### config.mk
export PLATFORM = sky130hd
export DESIGN_NAME = bullet_pool_ctrl
export DESIGN_NICKNAME = d
export VERILOG_FILES = /design/src/rtl/bullet_pkg.sv /design/src/rtl/bullet_slot_alloc.sv /design/src/rtl/bullet_pool_ctrl.sv
export SDC_FILE = /design/constraint.sdc
export NUM_CORES = 1
export LEC_CHECK = 0
export CAP_MARGIN = 25
export CELL_PAD_IN_SITES_DETAIL_PLACEMENT = 1
export CELL_PAD_IN_SITES_GLOBAL_PLACEMENT = 1
export CORE_MARGIN = 5
export CORE_UTILIZATION = 38
export CTS_BUF_LIST = sky130_fd_sc_hd__clkbuf_4
export DETAILED_ROUTE_END_ITERATION = 10
export PLACE_DENSITY = 0.9
export SLEW_MARGIN = 10
export SYNTH_ARGS = -nofsm -noshare
export SYNTH_HDL_FRONTEND = slang
export SYNTH_SLANG_ARGS = --single-unit
### constraint.sdc
create_clock -name frame_clk -period 3.2 [get_ports frame_clk]
set_input_delay 0.8 -clock frame_clk [delete_from_list [all_inputs] [get_ports frame_clk]]
set_output_delay 0.8 -clock frame_clk [all_outputs]
set_load 0.005 [all_outputs]
### src/rtl/bullet_pkg.sv
// bullet_pkg: shared types and constants for the bullet subsystem.
//   dir_t        2-bit facing code (left/right/down/up)
//   P1/P2 keys   default fire keycodes for each player
//   fire_state_t fire controller states
package bullet_pkg;

  typedef logic [1:0] dir_t;

  localparam dir_t DIR_LEFT  = 2'b00;
  localparam dir_t DIR_RIGHT = 2'b01;
  localparam dir_t DIR_DOWN  = 2'b10;
  localparam dir_t DIR_UP    = 2'b11;

  localparam logic [7:0] P1_FIRE_KEY = 8'd44;
  localparam logic [7:0] P2_FIRE_KEY = 8'd88;

  typedef enum logic {
    READY    = 1'b0,
    COOLDOWN = 1'b1
  } fire_state_t;

endpackage

### src/rtl/bullet_slot_alloc.sv
// bullet_slot_alloc: combinational priority encoder picking the lowest free slot.
//   free     in  N   1 = slot available
//   onehot   out N   one-hot of the lowest set bit of free (0 if none)
//   idx      out IW  index of that bit (0 if none)
//   any_free out 1   at least one slot is free
module bullet_slot_alloc #(
  parameter int unsigned N  = 4,
  parameter int unsigned IW = (N > 1) ? $clog2(N) : 1
) (
  input  logic [N-1:0]  free,
  output logic [N-1:0]  onehot,
  output logic [IW-1:0] idx,
  output logic          any_free
);

  // Scan from the top down so the lowest free index is the last one written.
  always_comb begin
    onehot = '0;
    idx    = '0;
    for (int i = N - 1; i >= 0; i--) begin
      if (free[i]) begin
        onehot    = '0;
        onehot[i] = 1'b1;
        idx       = IW'(i);
      end
    end
  end

  assign any_free = |free;

endmodule

### src/rtl/bullet_pool_ctrl.sv
// bullet_pool_ctrl: per-player fire controller for a pool of NSLOTS bullets.
// Edge-detects the fire key, enforces a frame cooldown between shots,
// allocates the lowest free slot and issues a one-frame spawn pulse.
//   frame_clk       in   frame clock
//   Reset           in   async active-high reset
//   keycode         in   current keycode
//   direction       in   player facing
//   BallX/Y/S       in   player position and size
//   slot_done       in   per-slot "bullet ended"
//   spawn           out  one-hot one-frame launch pulse
//   spawn_dir/x/y   out  shot parameters, held until the next shot
//   slot_busy       out  occupancy bitmap
//   shots_fired     out  spawn count (wraps at 256)
//   state_cooldown  out  high in COOLDOWN
//
// state    | meaning
// ---------+-----------------------------------------------------
// READY    | a new press edge fires if any slot is free
// COOLDOWN | counting down COOLDOWN_FRAMES; presses are ignored
module bullet_pool_ctrl
  import bullet_pkg::*;
#(
  parameter int unsigned NSLOTS          = 4,
  parameter logic [7:0]  FIRE_KEY        = P2_FIRE_KEY,
  parameter int unsigned COOLDOWN_FRAMES = 6
) (
  input  logic              frame_clk,
  input  logic              Reset,
  input  logic [7:0]        keycode,
  input  dir_t              direction,
  input  logic [9:0]        BallX,
  input  logic [9:0]        BallY,
  input  logic [9:0]        BallS,
  input  logic [NSLOTS-1:0] slot_done,
  output logic [NSLOTS-1:0] spawn,
  output dir_t              spawn_dir,
  output logic [9:0]        spawn_x,
  output logic [9:0]        spawn_y,
  output logic [NSLOTS-1:0] slot_busy,
  output logic [7:0]        shots_fired,
  output logic              state_cooldown
);

  localparam int unsigned IW = (NSLOTS > 1) ? $clog2(NSLOTS) : 1;
  localparam int unsigned CW = (COOLDOWN_FRAMES > 1) ? $clog2(COOLDOWN_FRAMES) : 1;

  fire_state_t       state;
  logic [CW-1:0]     cnt;
  logic              fire_prev;
  logic              fire_req;
  logic              press;
  logic [NSLOTS-1:0] free;
  logic [NSLOTS-1:0] alloc_onehot;
  logic [IW-1:0]     alloc_idx;
  logic              any_free;
  logic [NSLOTS-1:0] busy_kept;

  assign fire_req  = (keycode == FIRE_KEY);
  assign press     = fire_req & ~fire_prev;
  // Allocation only sees pre-edge occupancy, so a slot released this frame
  // becomes allocatable one frame later and never collides with a release.
  assign free      = ~slot_busy;
  assign busy_kept = slot_busy & ~slot_done;

  bullet_slot_alloc #(
    .N  (NSLOTS),
    .IW (IW)
  ) u_alloc (
    .free     (free),
    .onehot   (alloc_onehot),
    .idx      (alloc_idx),
    .any_free (any_free)
  );

  always_ff @(posedge frame_clk or posedge Reset) begin
    if (Reset) begin
      state       <= READY;
      cnt         <= '0;
      fire_prev   <= 1'b1;   // a key held through reset must be re-pressed
      spawn       <= '0;
      slot_busy   <= '0;
      spawn_dir   <= DIR_LEFT;
      spawn_x     <= '0;
      spawn_y     <= '0;
      shots_fired <= '0;
    end else begin
      fire_prev <= fire_req;
      spawn     <= '0;
      slot_busy <= busy_kept;
      case (state)
        READY: begin
          if (press && any_free) begin
            spawn       <= alloc_onehot;
            slot_busy   <= busy_kept | (NSLOTS'(1) << alloc_idx);
            spawn_dir   <= direction;
            spawn_x     <= BallX + BallS;
            spawn_y     <= BallY + BallS;
            shots_fired <= shots_fired + 8'd1;
            cnt         <= CW'(COOLDOWN_FRAMES - 1);
            state       <= COOLDOWN;
          end
        end
        COOLDOWN: begin
          if (cnt == '0) state <= READY;
          else           cnt   <= cnt - 1'b1;
        end
        default: state <= READY;
      endcase
    end
  end

  assign state_cooldown = (state == COOLDOWN);

endmodule

* Yosys cells after proc, flatten, opt, wreduce, memory -nomap -nowiden
Cells that the tools add are included.
W data, S select, Z words.
** Word-level totals
- Logic and storage cells :: 47
- Register bits after elaboration :: 43
- Output and inout bits :: 39
** Operators by class
- $add $sub $neg :: 4
- Shift-type cells :: 1
- Bitwise logic cells :: 7
- Reduce and logical (&&, ||, !) cells :: 5
- Eq/ne operators :: 3
- Muxes and demuxes :: 18
** Operators with widths (number)
- $mux W4 :: 8
- $add A10 B10 Y10 :: 2
- $add A8 B1 Y8 const B :: 1
- $eq A8 B7 Y1 const B :: 1
- $mux W2 :: 4
- $not A4 Y4 :: 2
- $mux W3 :: 2
- $pmux W3 S2 :: 1
- $and A4 B4 Y4 :: 1
- $ne A2 B2 Y1 const B :: 2
- $or A4 B4 Y4 :: 1
- $reduce_and A2 Y1 :: 2
- $reduce_or A4 Y1 :: 1
- $shl A1 B2 Y4 const A :: 1
- $logic_not A3 Y1 :: 1
- $sub A3 B1 Y3 const B :: 1
- $mux W1 :: 2
- $not A1 Y1 :: 2
- $pmux W1 S2 :: 1
- $and A1 B1 Y1 :: 1
- $logic_and A1 B1 Y1 :: 1

* Longest topological paths before layout
- Depth in word-level cells :: 9
- Gate-level depth with buffers :: 8

* By module
A second synthesis with hierarchy kept.
** Unflattened totals
- Cell total of the unflattened synthesis :: 260
- Area, all modules :: 2478.6 µm²
** By module, submodules not included
- bullet_pool_ctrl :: area an instance 2419.8 µm², cells an instance 250, instances 1
- bullet_slot_alloc :: area an instance 58.8 µm², cells an instance 10, instances 1

* Worst setup path after synthesis
OpenSTA, ideal clock, no wires.
- Kind :: input-to-reg
- Start point :: input port BallY[0]
- End point :: register spawn_y[8]
- Buffers on the path :: 0
- Library setup time :: 0.069 ns
- Arrival time :: 2.250 ns
- Cell stages on the path :: 8
- Slack :: 0.881 ns
- Cells stage by stage :: ha_1 inv_1 fa_1 nor2b_1 o31a_1 o211ai_1 a2111oi_2 nand3b_1
** Between the ends
- Word-level cells in the longest chain between the ends :: 1
** RTL lines
- start, declared :: RTL line bullet_pool_ctrl.sv:32 : input logic [9:0] BallY,
- $add A10 B10 Y10 :: RTL line bullet_pool_ctrl.sv:97 : spawn_y <= BallY + BallS;
- end signal, assigned :: RTL line bullet_pool_ctrl.sv:97
- end, declared :: RTL line bullet_pool_ctrl.sv:38 : output logic [9:0] spawn_y,
No other way between the ends.
A chain may end at the register's enable or synchronous reset.

* Worst setup path after layout
- Start point :: input port BallS[0]
- End point :: register spawn_y[8]
** Between the ends
- Word-level cells in the longest chain between the ends :: 1
** RTL lines
- start, declared :: RTL line bullet_pool_ctrl.sv:33 : input logic [9:0] BallS,
- $add A10 B10 Y10 :: RTL line bullet_pool_ctrl.sv:97
No other way between the ends.

==> impl_metrics.json <==
{
  "synthFlopType": "dfrtp_1",
  "synth_area_leaders": "dfrtp_1, ha_1, nand2_1",
  "switching_share": 0.299,
  "total_leakage_power_nw": 1.61,
  "overflow": 0,
  "fin_skew_ns": 0.00832,
  "antenna_cells": 0,
  "post_cts_buffers": 0,
  "gp_congestion": 0.790,
  "critPathMaxFanout": 3,
  "clk_latency_ns": 0.36,
  "avgSynthCellArea_um2": 9.84,
  "cts_resized": 0,
  "post-route-period-util": 0.841,
  "hp-class": "flop to flop",
  "dr.first_iter.drc_count": 63,
  "grt_use_total": 0.180,
  "synth_seq_cells": 43,
  "wl_per_cell_um": 17.1,
  "slew_violations": 0,
  "area_growth_pct": 37.4,
  "antenna_found_initial": 0,
  "postPlaceCellArea_um2": 3540,
  "synth_edf_count": 0,
  "hold_buffers": 0,
  "grt_max_degree": 32,
  "path_delay_family": "compound AO/OA/AOI/OAI gates",
  "fin_util": 0.532,
  "num_rows": 30,
  "drive_gt1_frac": 0.0732,
  "final_area_um2": 3600,
  "die_x_um": 93.0,
  "hold_end": "spawn_x[6]",
  "die-area_um2": 8650,
  "synth_top_area_share": 0.402,
  "floorplan.initialDensity": 0.387,
  "crit_path_cell_trace": "clkdlybuf4s50_1 -> ha_1 -> inv_1 -> fa_1 -> nor2b_1 -> o31a_1 -> o211ai_1 -> a2111oi_2 -> nand3b_1",
  "maxCapViolations": 0,
  "critPathSlowestCell": "clkdlybuf4s50_1",
  "hold_ws_ns": 0.488,
  "critPathBufInv": 2,
  "critical_path_required_ns": 3.51,
  "chipHeight_um": 93.0,
  "outcome": "finished, final reports clean",
  "max_stage_delay_ns": 0.49,
  "numCtsBuffers": 5,
  "hold-path-cell-count": 2,
  "synthesis.nets": 335,
  "rr_worst_depth": 6,
  "io_pins": 85,
  "finalSetupTns_ns": 0,
  "cts-root-buf": "clkbuf_4",
  "setup.worst_path.start_class": "input port",
  "synthArstFlopShare": 1.00,
  "r2r_end": "spawn_y[8]",
  "dpl.hpwl_um": 5970,
  "r2r-start": "slot_busy[0]",
  "finalNetCount": 423,
  "tightest_slew_ns": 0.407,
  "syn_inst": 266,
  "p_clk_frac": 0.234,
  "finalHoldViolCount": 0,
  "min-delay-start": "spawn_x[6]",
  "intPower_uw": 848,
  "period_needed_ns": 2.69,
  "relSlewSlack": 0.726,
  "grt_pass1_wl_um": 12300,
  "drt_wl_total_um": 7430,
  "clkTransAtPathRegs_ns": 0.14,
  "end_kind": "flop",
  "setup_viol": 0,
  "rsz0062_at_grt": "no",
  "ys_warn_count": 0,
  "worstSetupPathType": "input port to flop",
  "seqPwrFrac": 0.494,
  "ant_nets": 0,
  "io_buffers": 84,
  "drt-pass1-iter-count": 4,
  "rrSetupSlack_ns": 1.31,
  "p_per_area_nw_per_um2": 336,
  "vias_per_cell": 5.40,
  "cts_tree": "built",
  "netlist_area_um2": 2620,
  "yosysSeqAreaShare": 0.412,
  "p_switching_uw": 361,
  "post-place-ws_ns": 0.132,
  "fin_ws_ns": 0.508,
  "vdd_drop_max_v": 0.000172,
  "fp.coreArea_um2": 6760,
  "grt_pass1_vias": 2649,
  "max-clock-path-buffers": 2,
  "drc": 0,
  "num_vias": 2349,
  "synth_cell_type_count": 51,
  "cts_sinks": 43,
  "ctsHtreeMaxLevel": 2,
  "arrival_ns": 3.00,
  "clock.fmax_ghz": 0.371,
  "yosys.area.top_type": "dfrtp_1",
  "combPwrFrac": 0.272
}
==> power groups by stage <==
stage,Sequential [mW],Combinational [mW],Clock (mW)
finish,0.596,0.329,0.283
global route,0.602,0.362,0.323
CTS,0.597,0.333,0.290
detailed placement,0.607,0.330,0
global placement,0.606,0.315,0
floorplan,0.606,0.160,0
==> worst min-delay path: stages, from the launching register on <==
cell and delay, ns:
dfrtp_1 0.36, nand2_1 0.05, o31ai_1 0.05
==> Yosys cell counts (3+ instances only) <==
cell,number
nand2_1,39
o31ai_1,3
nor3b_1,3
ha_1,21
xor2_1,6
o21ai_0,16
nand3b_1,3
o21a_1,6
buf_2,4
nand3_1,5
a211oi_1,6
a21oi_1,8
mux2i_1,5
nor3_1,5
xnor2_1,8
dfrtp_1,42
nand4_1,6
inv_1,14
nor2_1,16
a21o_1,7
==> layout by cell type (no fill, tap or decap), types with 5 or more instances in the layout <==
cell type        netlist  final
a21o_1                 7      7
xnor2_1                8      8
nand2_1               39     39
nand4_1                6      6
o21a_1                 6      6
a211oi_1               6      6
a21oi_1                8      8
inv_1                 14     13
xor2_1                 6      6
dfrtp_1               42     42
ha_1                  21     21
nand3_1                5      5
buf_4                  2      5
clkbuf_4               0      6
nor2_1                16     16
mux2i_1                5      5
nor3_1                 5      5
clkdlybuf4s50_1        0     84
o21ai_0               16     16
==> area by class of cell <==
type	instances	area [µm²]
clock buffers	6	45.0
multi-input cells	201	1430
fillers	787	3160
clock inverters	2	12.5
flip-flops and latches	43	1080
inverters	14	52.6
repair buffers	89	878
well taps	80	100
==> sequential cells by signal, summed over array words and instances (netlist names) <==
name and count:
state_cooldown 1, cnt 3, shots_fired 8, slot_busy 4, spawn_dir 2, spawn_x 10
fire_prev 1, spawn 4, spawn_y 10
==> cell families (layout without fill, tap and decap cells) <==
| kind of cell | after synthesis | in the layout | share of synthesized area |
|---|---|---|---|
| and+or+nand+nor | 97 | 97 | 0.201 |
| AOI/OAI and AO/OA | 62 | 62 | 0.163 |
| DFF | 43 | 43 | 0.412 |
| adders and majority gates | 23 | 23 | 0.116 |
| buffers and inverters | 22 | 111 | 0.0421 |
| xor gates and xnor gates | 14 | 14 | 0.0468 |
| muxes | 5 | 5 | 0.0191 |
==> how the worst max path moves through the flow <==
stage,start,endpoint,slack [ns],cells past startpoint
after floorplan,BallY[0],spawn_y[8],0.88,8
after global placement,BallS[0],spawn_y[8],0.27,9
after detailed placement,BallS[0],spawn_y[8],0.13,9
after CTS,BallS[0],spawn_y[8],0.53,9
after global routing,BallS[0],spawn_y[8],0.40,9
final,BallS[0],spawn_y[8],0.51,9
==> routing by layer <==
layer	global-route usage	share of wire	vias to the layer above
li1	-	-	1127
met1	0.197	0.39	1151
met2	0.349	0.55	60
met3	0.0370	0.043	11
met4	0.0476	0.013	0
met5	0	0	-
==> through the flow <==
| stage | instances | total power, mW |
|---|---|---|
| after floorplan | 266 | 0.766 |
| after global placement | 427 | 0.921 |
| after detailed placement | 427 | 0.937 |
| after CTS | 435 | 1.22 |
| after global routing | 435 | 1.29 |
| final | 435 | 1.21 |
No activity file was read; power rests on OpenSTA's default activity.
